--- config.mk ---
export PLATFORM = sky130hd
export DESIGN_NAME = bp_stream_axil_host_flat
export DESIGN_NICKNAME = d
export VERILOG_FILES = /design/src/rtl/bp_stream_axil_host_if.sv /design/src/rtl/bp_stream_axil_host.sv /design/src/flat_wrapper.sv
export SDC_FILE = /design/constraint.sdc
export NUM_CORES = 1
export LEC_CHECK = 0
export ABC_AREA = 0
export CAP_MARGIN = 20
export CORE_ASPECT_RATIO = 0.7
export CORE_UTILIZATION = 52
export DETAILED_ROUTE_END_ITERATION = 8
export PLACE_DENSITY = 0.86
export SLEW_MARGIN = 20
export SYNTH_ARGS = -nofsm -noshare
export SYNTH_HDL_FRONTEND = slang
export SYNTH_SLANG_ARGS = --single-unit
--- constraint.sdc ---
create_clock -name clk_i -period 3.9 [get_ports clk_i]
set_input_delay 0.585 -clock clk_i [delete_from_list [all_inputs] [get_ports clk_i]]
set_output_delay 0.585 -clock clk_i [all_outputs]
set_load 0.01 [all_outputs]
--- src/rtl/bp_stream_axil_host_if.sv ---
// ----------------------------------------------------------------------------
// bp_stream_axil_host_if
//
// AXI-Lite bundle between a host (master) and bp_stream_axil_host (slave).
// Signals are named after their AXI-Lite channel role. Direction comes from
// the modport, so the names carry no _i/_o suffix.
//
// Parameters
//   addr_width_p : width of awaddr/araddr
//   data_width_p : width of wdata/rdata (wstrb is data_width_p/8 bits)
//
// Channels
//   AW : awaddr, awprot, awvalid -> / <- awready
//   W  : wdata, wstrb, wvalid    -> / <- wready
//   B  : <- bresp, bvalid        / bready ->
//   AR : araddr, arprot, arvalid -> / <- arready
//   R  : <- rdata, rresp, rvalid / rready ->
// ----------------------------------------------------------------------------
interface bp_stream_axil_host_if #(
    parameter int addr_width_p = 32,
    parameter int data_width_p = 32
);
    logic [addr_width_p-1:0]   awaddr;
    logic [2:0]                awprot;
    logic                      awvalid;
    logic                      awready;

    logic [data_width_p-1:0]   wdata;
    logic [data_width_p/8-1:0] wstrb;
    logic                      wvalid;
    logic                      wready;

    logic [1:0]                bresp;
    logic                      bvalid;
    logic                      bready;

    logic [addr_width_p-1:0]   araddr;
    logic [2:0]                arprot;
    logic                      arvalid;
    logic                      arready;

    logic [data_width_p-1:0]   rdata;
    logic [1:0]                rresp;
    logic                      rvalid;
    logic                      rready;

    modport master (
        output awaddr, awprot, awvalid,
        input  awready,
        output wdata, wstrb, wvalid,
        input  wready,
        input  bresp, bvalid,
        output bready,
        output araddr, arprot, arvalid,
        input  arready,
        input  rdata, rresp, rvalid,
        output rready
    );

    modport slave (
        input  awaddr, awprot, awvalid,
        output awready,
        input  wdata, wstrb, wvalid,
        output wready,
        output bresp, bvalid,
        input  bready,
        input  araddr, arprot, arvalid,
        output arready,
        output rdata, rresp, rvalid,
        input  rready
    );
endinterface

--- src/rtl/bp_stream_axil_host.sv ---
// ----------------------------------------------------------------------------
// bp_stream_axil_host
//
// This block bridges an AXI-Lite host onto a BP stream host.
// - Write path: it collects AW and W in either order, forwards the pair as
//   one outbound stream word, then returns a B response. Only one write is
//   outstanding at a time.
// - Read path: inbound stream words queue in a response FIFO.
//     read 0x00 -> FIFO head; the entry is popped on the R handshake
//     read 0x04 -> occupancy
//   An empty 0x00 read or any other address returns 0 with SLVERR.
// The two paths run independently. awprot and arprot are ignored.
//
// Optional feature (macro BP_STREAM_AXIL_HOST_STRB_CHECK_EN):
//   When the macro is defined, a write whose wstrb is not all ones is not
//   forwarded and completes with SLVERR. The default build ignores wstrb.
//
// Ports
//   clk_i, reset_n_i   : clock, asynchronous active-low reset
//   s_axil             : AXI-Lite slave (bp_stream_axil_host_if.slave)
//   stream_v_o/addr_o/data_o, stream_yumi_i : outbound word, consumer accept
//   stream_v_i/data_i, stream_ready_o       : inbound word, FIFO not full
// ----------------------------------------------------------------------------
module bp_stream_axil_host #(
    parameter int stream_addr_width_p = 32,
    parameter int stream_data_width_p = 32,
    parameter int rsp_fifo_els_p      = 4
) (
    input  logic                           clk_i,
    input  logic                           reset_n_i,

    bp_stream_axil_host_if.slave           s_axil,

    output logic                           stream_v_o,
    output logic [stream_addr_width_p-1:0] stream_addr_o,
    output logic [stream_data_width_p-1:0] stream_data_o,
    input  logic                           stream_yumi_i,

    input  logic                           stream_v_i,
    input  logic [stream_data_width_p-1:0] stream_data_i,
    output logic                           stream_ready_o
);

    localparam int          cnt_w_lp  = $clog2(rsp_fifo_els_p + 1);
    localparam int          ptr_w_lp  = (rsp_fifo_els_p > 1) ? $clog2(rsp_fifo_els_p) : 1;
    localparam logic [1:0]  okay_lp   = 2'b00;
    localparam logic [1:0]  slverr_lp = 2'b10;

    // ------------------------------------------------------------------
    // Write path
    // ------------------------------------------------------------------
    typedef enum logic [1:0] {W_COLLECT, W_STREAM, W_RESP} wr_state_e;

    wr_state_e                      wr_state_q;
    logic                           awready_q, wready_q;
    logic                           aw_got_q, w_got_q;
    logic                           stream_v_q, bvalid_q;
    logic [1:0]                     bresp_q;
    logic [stream_addr_width_p-1:0] waddr_q;
    logic [stream_data_width_p-1:0] wdata_q;

    logic aw_hs, w_hs, aw_got, w_got;

    assign aw_hs  = s_axil.awvalid & awready_q;
    assign w_hs   = s_axil.wvalid & wready_q;
    // A channel counts as captured if it was taken earlier or is taken now.
    assign aw_got = aw_got_q | aw_hs;
    assign w_got  = w_got_q | w_hs;

`ifdef BP_STREAM_AXIL_HOST_STRB_CHECK_EN
    logic [stream_data_width_p/8-1:0] wstrb_q;
    logic [stream_data_width_p/8-1:0] wstrb_eff;
    assign wstrb_eff = w_hs ? s_axil.wstrb : wstrb_q;
`endif

    // NOTE: sequential state uses non-blocking (<=) so every register samples
    // pre-edge values; blocking here would create order-dependent races.
    always_ff @(posedge clk_i or negedge reset_n_i) begin
        if (!reset_n_i) begin
            wr_state_q <= W_COLLECT;
            awready_q  <= 1'b0;
            wready_q   <= 1'b0;
            aw_got_q   <= 1'b0;
            w_got_q    <= 1'b0;
            stream_v_q <= 1'b0;
            bvalid_q   <= 1'b0;
            bresp_q    <= okay_lp;
            waddr_q    <= '0;
            wdata_q    <= '0;
`ifdef BP_STREAM_AXIL_HOST_STRB_CHECK_EN
            wstrb_q    <= '0;
`endif
        end else begin
            case (wr_state_q)
                W_COLLECT: begin
                    if (aw_hs) waddr_q <= s_axil.awaddr;
                    if (w_hs) begin
                        wdata_q <= s_axil.wdata;
`ifdef BP_STREAM_AXIL_HOST_STRB_CHECK_EN
                        wstrb_q <= s_axil.wstrb;
`endif
                    end
                    if (aw_got && w_got) begin
                        aw_got_q  <= 1'b0;
                        w_got_q   <= 1'b0;
                        awready_q <= 1'b0;
                        wready_q  <= 1'b0;
`ifdef BP_STREAM_AXIL_HOST_STRB_CHECK_EN
                        if (wstrb_eff != '1) begin
                            // A partial-strobe write is not forwarded.
                            wr_state_q <= W_RESP;
                            bvalid_q   <= 1'b1;
                            bresp_q    <= slverr_lp;
                        end else begin
                            wr_state_q <= W_STREAM;
                            stream_v_q <= 1'b1;
                        end
`else
                        wr_state_q <= W_STREAM;
                        stream_v_q <= 1'b1;
`endif
                    end else begin
                        // Readies also rise here on the first edge after reset.
                        aw_got_q  <= aw_got;
                        w_got_q   <= w_got;
                        awready_q <= ~aw_got;
                        wready_q  <= ~w_got;
                    end
                end
                W_STREAM: begin
                    if (stream_yumi_i) begin
                        stream_v_q <= 1'b0;
                        bvalid_q   <= 1'b1;
                        bresp_q    <= okay_lp;
                        wr_state_q <= W_RESP;
                    end
                end
                W_RESP: begin
                    if (s_axil.bready) begin
                        bvalid_q   <= 1'b0;
                        awready_q  <= 1'b1;
                        wready_q   <= 1'b1;
                        wr_state_q <= W_COLLECT;
                    end
                end
                default: wr_state_q <= W_COLLECT;
            endcase
        end
    end

    assign s_axil.awready = awready_q;
    assign s_axil.wready  = wready_q;
    assign s_axil.bvalid  = bvalid_q;
    assign s_axil.bresp   = bresp_q;
    assign stream_v_o     = stream_v_q;
    assign stream_addr_o  = waddr_q;
    assign stream_data_o  = wdata_q;

    // ------------------------------------------------------------------
    // Response FIFO
    // ------------------------------------------------------------------
    logic [stream_data_width_p-1:0] mem_q [rsp_fifo_els_p];
    logic [ptr_w_lp-1:0]            wr_ptr_q, rd_ptr_q;
    logic [cnt_w_lp-1:0]            count_q, count_d;
    logic                           stream_ready_q;
    logic                           push, pop, fifo_empty;

    assign push       = stream_v_i & stream_ready_q;
    assign fifo_empty = (count_q == '0);

    // NOTE: every always_comb output gets a default first, so no path can
    // leave it unassigned and infer a latch.
    always_comb begin
        count_d = count_q;
        if (push && !pop)      count_d = count_q + cnt_w_lp'(1);
        else if (pop && !push) count_d = count_q - cnt_w_lp'(1);
    end

    always_ff @(posedge clk_i or negedge reset_n_i) begin
        if (!reset_n_i) begin
            wr_ptr_q       <= '0;
            rd_ptr_q       <= '0;
            count_q        <= '0;
            stream_ready_q <= 1'b0;
        end else begin
            count_q        <= count_d;
            // Registered "not full" flag, computed from next-state occupancy.
            stream_ready_q <= (count_d != cnt_w_lp'(rsp_fifo_els_p));
            if (push) begin
                wr_ptr_q <= (wr_ptr_q == ptr_w_lp'(rsp_fifo_els_p - 1)) ? '0 : wr_ptr_q + ptr_w_lp'(1);
            end
            if (pop) begin
                rd_ptr_q <= (rd_ptr_q == ptr_w_lp'(rsp_fifo_els_p - 1)) ? '0 : rd_ptr_q + ptr_w_lp'(1);
            end
        end
    end

    // NOTE: the storage array has no reset. Validity is tracked by
    // count_q/pointers, and a reset-free array maps onto plain RAM/flops.
    always_ff @(posedge clk_i) begin
        if (push) mem_q[wr_ptr_q] <= stream_data_i;
    end

    assign stream_ready_o = stream_ready_q;

    // ------------------------------------------------------------------
    // Read path
    // ------------------------------------------------------------------
    typedef enum logic {R_IDLE, R_RESP} rd_state_e;

    rd_state_e                      rd_state_q;
    logic                           arready_q, rvalid_q, pop_arm_q;
    logic [1:0]                     rresp_q;
    logic [stream_data_width_p-1:0] rdata_q;

    logic                           ar_hs, r_hs;
    logic [stream_data_width_p-1:0] rdata_d;
    logic [1:0]                     rresp_d;
    logic                           pop_arm_d;

    assign ar_hs = s_axil.arvalid & arready_q;
    assign r_hs  = rvalid_q & s_axil.rready;
    // The head read at AR stays valid until R: only this path pops.
    assign pop   = r_hs & pop_arm_q;

    always_comb begin
        rdata_d   = '0;
        rresp_d   = slverr_lp;
        pop_arm_d = 1'b0;
        case (s_axil.araddr[7:0])
            8'h00: begin
                if (!fifo_empty) begin
                    rdata_d   = mem_q[rd_ptr_q];
                    rresp_d   = okay_lp;
                    pop_arm_d = 1'b1;
                end
            end
            8'h04: begin
                rdata_d = stream_data_width_p'(count_q);
                rresp_d = okay_lp;
            end
            default: ;
        endcase
    end

    always_ff @(posedge clk_i or negedge reset_n_i) begin
        if (!reset_n_i) begin
            rd_state_q <= R_IDLE;
            arready_q  <= 1'b0;
            rvalid_q   <= 1'b0;
            pop_arm_q  <= 1'b0;
            rresp_q    <= okay_lp;
            rdata_q    <= '0;
        end else begin
            case (rd_state_q)
                R_IDLE: begin
                    if (ar_hs) begin
                        arready_q  <= 1'b0;
                        rvalid_q   <= 1'b1;
                        rdata_q    <= rdata_d;
                        rresp_q    <= rresp_d;
                        pop_arm_q  <= pop_arm_d;
                        rd_state_q <= R_RESP;
                    end else begin
                        arready_q  <= 1'b1;
                    end
                end
                R_RESP: begin
                    if (s_axil.rready) begin
                        rvalid_q   <= 1'b0;
                        arready_q  <= 1'b1;
                        pop_arm_q  <= 1'b0;
                        rd_state_q <= R_IDLE;
                    end
                end
                default: rd_state_q <= R_IDLE;
            endcase
        end
    end

    assign s_axil.arready = arready_q;
    assign s_axil.rvalid  = rvalid_q;
    assign s_axil.rdata   = rdata_q;
    assign s_axil.rresp   = rresp_q;

    // Inputs with no function in this block, gathered into one sink.
    logic unused_inputs;
`ifdef BP_STREAM_AXIL_HOST_STRB_CHECK_EN
    assign unused_inputs = ^{s_axil.awprot, s_axil.arprot, s_axil.araddr};
`else
    assign unused_inputs = ^{s_axil.awprot, s_axil.arprot, s_axil.araddr, s_axil.wstrb};
`endif

endmodule
--- src/flat_wrapper.sv ---
// flat-port wrapper written by rule: the top's interface ports become plain ports
module bp_stream_axil_host_flat 
#(
    parameter int stream_addr_width_p = 32,
    parameter int stream_data_width_p = 32,
    parameter int rsp_fifo_els_p      = 4
)
  (clk_i, reset_n_i, stream_v_o, stream_addr_o, stream_data_o, stream_yumi_i, stream_v_i, stream_data_i, stream_ready_o, s_axil_awaddr, s_axil_awprot, s_axil_awvalid, s_axil_awready, s_axil_wdata, s_axil_wstrb, s_axil_wvalid, s_axil_wready, s_axil_bresp, s_axil_bvalid, s_axil_bready, s_axil_araddr, s_axil_arprot, s_axil_arvalid, s_axil_arready, s_axil_rdata, s_axil_rresp, s_axil_rvalid, s_axil_rready);
  bp_stream_axil_host_if s_axil_i ();
  input  logic clk_i;
  input  logic reset_n_i;
  output logic stream_v_o;
  output logic [stream_addr_width_p-1:0] stream_addr_o;
  output logic [stream_data_width_p-1:0] stream_data_o;
  input  logic stream_yumi_i;
  input  logic stream_v_i;
  input  logic [stream_data_width_p-1:0] stream_data_i;
  output logic stream_ready_o;
  input wire logic [$bits(s_axil_i.awaddr)-1:0] s_axil_awaddr;
  input wire logic [$bits(s_axil_i.awprot)-1:0] s_axil_awprot;
  input wire logic [$bits(s_axil_i.awvalid)-1:0] s_axil_awvalid;
  output wire logic [$bits(s_axil_i.awready)-1:0] s_axil_awready;
  input wire logic [$bits(s_axil_i.wdata)-1:0] s_axil_wdata;
  input wire logic [$bits(s_axil_i.wstrb)-1:0] s_axil_wstrb;
  input wire logic [$bits(s_axil_i.wvalid)-1:0] s_axil_wvalid;
  output wire logic [$bits(s_axil_i.wready)-1:0] s_axil_wready;
  output wire logic [$bits(s_axil_i.bresp)-1:0] s_axil_bresp;
  output wire logic [$bits(s_axil_i.bvalid)-1:0] s_axil_bvalid;
  input wire logic [$bits(s_axil_i.bready)-1:0] s_axil_bready;
  input wire logic [$bits(s_axil_i.araddr)-1:0] s_axil_araddr;
  input wire logic [$bits(s_axil_i.arprot)-1:0] s_axil_arprot;
  input wire logic [$bits(s_axil_i.arvalid)-1:0] s_axil_arvalid;
  output wire logic [$bits(s_axil_i.arready)-1:0] s_axil_arready;
  output wire logic [$bits(s_axil_i.rdata)-1:0] s_axil_rdata;
  output wire logic [$bits(s_axil_i.rresp)-1:0] s_axil_rresp;
  output wire logic [$bits(s_axil_i.rvalid)-1:0] s_axil_rvalid;
  input wire logic [$bits(s_axil_i.rready)-1:0] s_axil_rready;
  assign s_axil_i.awaddr = s_axil_awaddr;
  assign s_axil_i.awprot = s_axil_awprot;
  assign s_axil_i.awvalid = s_axil_awvalid;
  assign s_axil_awready = s_axil_i.awready;
  assign s_axil_i.wdata = s_axil_wdata;
  assign s_axil_i.wstrb = s_axil_wstrb;
  assign s_axil_i.wvalid = s_axil_wvalid;
  assign s_axil_wready = s_axil_i.wready;
  assign s_axil_bresp = s_axil_i.bresp;
  assign s_axil_bvalid = s_axil_i.bvalid;
  assign s_axil_i.bready = s_axil_bready;
  assign s_axil_i.araddr = s_axil_araddr;
  assign s_axil_i.arprot = s_axil_arprot;
  assign s_axil_i.arvalid = s_axil_arvalid;
  assign s_axil_arready = s_axil_i.arready;
  assign s_axil_rdata = s_axil_i.rdata;
  assign s_axil_rresp = s_axil_i.rresp;
  assign s_axil_rvalid = s_axil_i.rvalid;
  assign s_axil_i.rready = s_axil_rready;
  bp_stream_axil_host #(.stream_addr_width_p(stream_addr_width_p), .stream_data_width_p(stream_data_width_p), .rsp_fifo_els_p(rsp_fifo_els_p)) u_core (.clk_i(clk_i), .reset_n_i(reset_n_i), .s_axil(s_axil_i), .stream_v_o(stream_v_o), .stream_addr_o(stream_addr_o), .stream_data_o(stream_data_o), .stream_yumi_i(stream_yumi_i), .stream_v_i(stream_v_i), .stream_data_i(stream_data_i), .stream_ready_o(stream_ready_o));
endmodule
==> results of run 1 <==
-- through the flow --
stage,total power [W],utilization (%),area [µm²],setup slack [ns],hold WS (ns)
floorplan,0.00487,-,9230,2.04,0.289
global placement,0.00600,67.2,11600,1.21,0.476
detailed placement,0.00616,67.2,11600,1.18,0.480
CTS,0.00823,71.2,12300,1.68,0.229
global route,0.00849,71.2,12300,1.57,0.279
finish,0.00815,71.2,12300,1.69,0.209
-- power groups by stage --
stage	clock, W	combinational, W	sequential, W
global route	0.00218	0.00247	0.00384
detailed placement	0	0.00234	0.00382
floorplan	0	0.000976	0.00389
finish	0.00205	0.00233	0.00377
CTS	0.00209	0.00236	0.00378
global placement	0	0.00225	0.00376
-- cells in the mapped netlist, drive strengths merged (3+ instances only) --
master / number
edfxtp: 128
dfrtp: 117
mux2: 65
mux4: 32
a22o: 29
nand2: 18
buf: 17
clkbuf: 10
ha: 8
nor2: 8
o21ai: 7
and3: 6
inv: 6
a21oi: 5
nor3: 3
xnor2: 3
-- final cells by class --
cell class / instances / area [µm²]
clock buffer: 32 / 639
tap: 231 / 289
multi-input combinational: 215 / 2310
inverter: 6 / 22.5
fill: 1075 / 4980
clock inverter: 10 / 50.0
sequential: 245 / 6770
timing repair buffer: 222 / 2200
-- cells by family (layout without fill, tap and decap cells) --
kind of cell             count (synthesis)  count (layout)  share of synthesized area [%]
other                                    1               3                         0.0406
AO/OA/AOI/OAI                           54              54                           4.52
adder cells (fa/ha/maj)                  9               9                           1.19
buffers and inverters                   33             270                           1.86
AND/OR/NAND/NOR                         49              49                           2.97
XOR/XNOR                                 3               3                          0.285
flip-flops                             245             245                           73.4
multiplexers                            97              97                           15.7
-- worst min-delay path by stage --
stage                       from                       end  slack, ns
6_report               reset_n_i  u_core.stream_data_o[13]       0.21
5_1_grt                reset_n_i  u_core.stream_data_o[13]       0.28
4_1_cts                reset_n_i   u_core.stream_data_o[9]       0.23
3_5_place_dp   u_core.stream_v_o         u_core.stream_v_o       0.48
3_3_place_gp      u_core.w_got_q            u_core.w_got_q       0.48
2_1_floorplan          reset_n_i           u_core.aw_got_q       0.29
-- flip-flops by register name, indices dropped and copies added, names as in the netlist --
name / cells
u_core.stream_v_o: 1
u_core.stream_data_o: 32
u_core.rd_state_q: 1
u_core.mem_q: 128
u_core.s_axil.rresp: 1
u_core.s_axil.rvalid: 1
u_core.s_axil.bvalid: 1
u_core.pop_arm_q: 1
u_core.s_axil.arready: 1
u_core.wr_ptr_q: 2
u_core.wr_state_q: 2
u_core.s_axil.awready: 1
u_core.s_axil.rdata: 32
u_core.aw_got_q: 1
u_core.stream_ready_o: 1
u_core.s_axil.wready: 1
u_core.w_got_q: 1
u_core.count_q: 3
u_core.rd_ptr_q: 2
u_core.stream_addr_o: 32
-- routing by layer --
metal	part of all wire (%)	GRT usage, %	vias to the layer above
met4	1.9	5.16	2
li1	-	-	2337
met3	7.5	5.64	32
met2	50	40.3	209
met1	40	29.5	2740
met5	0.062	0	-
==> flow_summary_export.csv, run 1 <==
group,metric,value,unit
outcome,status,"complete, no violations",
power,p_sw_share,27.8,%
worst_hold_path,hold_path.class,"in -> async",
synth,yosysUniqueCellTypes,42,
setup_path,cpLargestDelayFamily,"simple AND/OR/NAND/NOR gates",
synth,synthArstFlopShare,47.8,%
floorplan,die_h,113,µm
floorplan,rows,40,
placement,placed_cells,919,
clocking,cts_tree,"yes",
power,switchingPower,0.00226,W
drt,final_antenna_net_count,0,
synth,synth_warnings,0,
power,ir_worst_vdd,418,µV
grt,grt_overflow,0,
final_layout,num_antenna_cells,0,
setup_path,worstSetupPathType,"in -> reg",
clocking,clockBufferDepth,3,
flow_run,maxCapViolations,0,
grt,track_usage,23.0,%
drt,route.vias.total,5320,
setup_path,r2r_cells,3,
placement,dp_hpwl,13800,µm
setup_path,worstSetupEndpointType,"flop",
drt,wl_per_cell,21.7,µm
sta,period_share,56.6,%
clocking,cts_root_buffer,"clkbuf_16",
drt,routed_wl,20800,µm
synth,synth_edf_count,128,
final_layout,syn2layout_area_growth,33.2,%
sta,setup_viol,0,
grt,grt_antenna_before_repair,1,
drt,drt_first_pass_iters,4,
power,intPower,0.00588,W
clocking,cts-resized-gates,0,
placement,io_buffers,216,
sta,slew_headroom,38.8,%
clocking,cts_buffers,23,
synth,avgSynthCellArea,18.8,µm²
sta,maxSlewViolCount,0,
drt,drt_iter0_drc,333,
final_layout,final_common_cell,"clkdlybuf4s50_1",
synth,yosys-top-cells-area,"edfxtp_1 42%, dfrtp_1 32%, mux2_2 7.9%, mux4_2 7.8%, a22o_1 2.8%",
setup_path,cp_num_cells,5,
sta,fin_tns_setup,0,ns
final_layout,drive_gt1_share,20.7,%
floorplan,fp.dieArea,0.0183,mm²
synth,synthFlopType,"edfxtp_1",
sta,hold_violations,0,
setup_path,path_cells,"clkdlybuf4s50_1 -> or4_4 -> nor4_4 -> and3_4 -> a22o_1",
synth,yosysSeqAreaShare,73.4,%
drt,viasPerCell,5.54,
floorplan,coreArea,0.0173,mm²
clocking,htreeDepth,1,
final_layout,final_cells,961,
setup_path,crit_path_max_incr_delay,0.56,ns
floorplan,die_w,161,µm
synth,yosys.area.top_type_share,41.7,%
final_layout,final_nets,868,
power,p_seq_share,46.3,%
drt,drc,0,
setup_path,r2r-end,"u_core.s_axil.rdata[14]",
sta,rsz0062_at_grt,"false",
synth,syn_inst,491,
power,p_leak,4.60,nW
clocking,cts_setup_buffers,0,
grt,grt_max_degree,71,
setup_path,critPathBufInv,1,
setup_path,start_kind,"input pin",
clocking,clk_latency,0.50,ns
setup_path,path_max_fanout,30,
setup_path,cp-endpoint,"u_core.s_axil.rdata[5]",
synth,ys_ff_latch,245,
setup_path,worstPathArrival,2.64,ns
power,pwr_density_cell,663,mW/mm²
sta,clock_skew,0.00665,ns
setup_path,required,4.34,ns
synth,syn_area,0.00923,mm²
synth,netlist.top_cell.by_area,"edfxtp_1",
sta,worstMarginPinSlew,0.917,ns
clocking,cts_hold_buf,0,
clocking,path_clk_slew,0.06,ns
floorplan,io_pins,254,
grt,grt_pass1_wl,31700,µm
sta,fin_crit,2.21,ns
power,power_frac_clock,25.1,%
clocking,cts.sinks,245,
setup_path,r2r-start,"u_core.rd_ptr_q[0]",
grt,grt_pass1_vias,5621,
sta,max_freq,0.453,GHz
setup_path,startpoint,"s_axil_araddr[6]",
power,comb_power_share,28.6,%
setup_path,rrSetupSlack,1.75,ns
placement,gp_congestion,0.875,
final_layout,final_cell_mix,"215 x clkdlybuf4s50_1, 128 x edfxtp_1, 115 x dfrtp_1",
floorplan,start_util,53.4,%
setup_path,crit_slowest_cell,"or4_4",
Power figures use the tool's default switching activity.
==> inputs of run 2 (changes only) <==
CORE_UTILIZATION = 43   (was 52)
PLACE_DENSITY = 0.76   (was 0.86)
clock period = 2 ns   (was 3.9 ns; I/O delays follow)
==> flow_summary_export.csv, run 2 (same netlist as run 1, synthesis figures left out) <==
group,metric,value,unit
floorplan,io_pins,254,
flow_run,maxCapViolations,0,
final_layout,final_nets,884,
clocking,cts_root_buffer,"clkbuf_16",
grt,grt_max_degree,118,
setup_path,worstSetupPathType,"reg -> out",
sta,hold_violations,0,
power,p_leak,4.75,nW
drt,drt_iter0_drc,303,
final_layout,final_util,60.9,%
sta,maxSlewViolCount,0,
final_layout,drive_gt1_share,22.4,%
clocking,clockBufferDepth,3,
sta,clock_skew,0.0114,ns
clocking,cts.sinks,245,
grt,grt_overflow,0,
placement,placed_cells,978,
floorplan,rows,44,
setup_path,worstSetupEndpointType,"output pin",
clocking,cts-resized-gates,0,
final_layout,num_antenna_cells,0,
clocking,clk_latency,0.51,ns
placement,gp_congestion,0.863,
floorplan,die_w,177,µm
setup_path,required,1.70,ns
drt,route.vias.total,5276,
grt,track_usage,18.8,%
clocking,path_clk_slew,0.06,ns
worst_hold_path,hold_path.class,"in -> reg",
power,ir_worst_vdd,772,µV
floorplan,die_h,125,µm
final_layout,syn2layout_area_growth,37.6,%
setup_path,cpLargestDelayFamily,"buffers and inverters",
power,pwr_density_cell,1290,mW/mm²
sta,period_share,91.6,%
placement,io_buffers,216,
placement,dp_hpwl,13400,µm
setup_path,crit_path_max_incr_delay,0.62,ns
drt,final_antenna_net_count,0,
clocking,cts_buffers,24,
sta,whs,0.407,ns
setup_path,path_max_fanout,4,
sta,max_freq,0.546,GHz
grt,grt_pass1_vias,5503,
setup_path,worstPathArrival,1.53,ns
setup_path,crit_slowest_cell,"clkdlybuf4s50_1",
floorplan,start_util,44.2,%
grt,grt_pass1_wl,31600,µm
clocking,htreeDepth,1,
floorplan,coreArea,0.0209,mm²
drt,wl_per_cell,20.2,µm
drt,drc,0,
sta,worstMarginPinSlew,0.641,ns
floorplan,fp.dieArea,0.0221,mm²
setup_path,critPathBufInv,1,
final_layout,final_cell_mix,"215 x clkdlybuf4s50_1, 128 x edfxtp_1, 115 x dfrtp_1",
sta,rsz0062_at_grt,"false",
final_layout,final_common_cell,"clkdlybuf4s50_1",
sta,setup_viol,0,
setup_path,path_cells,"clkdlybuf4s50_1",
setup_path,start_kind,"flop",
clocking,cts_setup_buffers,0,
drt,drt_first_pass_iters,4,
final_layout,fill_cells,1484,
grt,grt_antenna_before_repair,1,
clocking,cts_hold_buf,1,
placement,placement.cell_area,0.0119,mm²
final_layout,final_cells,1023,
drt,routed_wl,20600,µm
sta,slew_headroom,57.2,%
sta,fin_crit,1.83,ns
drt,viasPerCell,5.16,
final_layout,top_register,"u_core.mem_q",
clocking,cts_tree,"yes",
final_layout,largest_reg_flops,128,
outcome,status,"complete, no violations",
final_layout,final_area,0.0127,mm²
-- run 2: cell types whose count changed in the layout (fill, tap and decap cells not counted) --
| cell | before | now |
|---|---|---|
| buf_12 | 0 | 12 |
| clkinvlp_4 | 0 | 2 |
| clkbuf_8 | 3 | 1 |
| clkbuf_1 | 6 | 7 |
| clkinv_4 | 0 | 1 |
| clkbuf_16 | 23 | 25 |
| clkinv_2 | 6 | 4 |
| inv_6 | 1 | 0 |
| clkinv_1 | 3 | 2 |
| buf_4 | 7 | 9 |
| bufinv_16 | 0 | 2 |
| dlygate4sd3_1 | 0 | 1 |
-- run 2: report_power, final --
part / internal (W) / switching (W)
clock network: 0.00259 / 0.00183
logic: 0.00272 / 0.00199
registers: 0.00667 / 0.000611
total: 0.0120 / 0.00443
-- run 2: stage by stage --
step	TNS [ns]	setup slack, ns	total power, W
CTS	0	0.143	0.0166
floorplan	0	0.160	0.00950
global placement	-4.42	-0.162	0.0119
finish	0	0.167	0.0164
detailed placement	-5.44	-0.199	0.0121
global route	0	0.110	0.0172
-- run 2: area by class of cell --
type / count / area (µm²) / share of cell area, %
sequential: 245 / 6770 / 53.4
timing repair buffer: 237 / 2470 / 19.5
multi-input combinational: 215 / 2310 / 18.2
clock buffer: 33 / 666 / 5.24
tap: 276 / 345 / 2.72
clock inverter: 11 / 111 / 0.877
inverter: 6 / 22.5 / 0.177
-- run 2: worst paths after layout --
| check | from | to | slack, ns | depth (start not counted) |
|---|---|---|---|---|
| worst max-delay path | u_core.s_axil.awready | s_axil_awready | 0.17 | 1 |
| worst min-delay path | s_axil_awaddr[4] | u_core.stream_addr_o[4] | 0.41 | 2 |
| worst max register to register | u_core.stream_ready_o | u_core.stream_ready_o | 0.21 | 4 |
| worst min register to register | u_core.w_got_q | u_core.w_got_q | 0.50 | 1 |
| max in group asynchronous | reset_n_i | u_core.rd_ptr_q[1] | 1.04 | 3 |
| min in group asynchronous | reset_n_i | u_core.stream_data_o[20] | 0.44 | 3 |
-- run 2: routing by layer --
layer / track usage (%) / routed length (µm)
met1: 24.5 / 8490
met2: 31.3 / 9970
met3: 5.46 / 1820
met4: 3.96 / 335
met5: 0 / 17
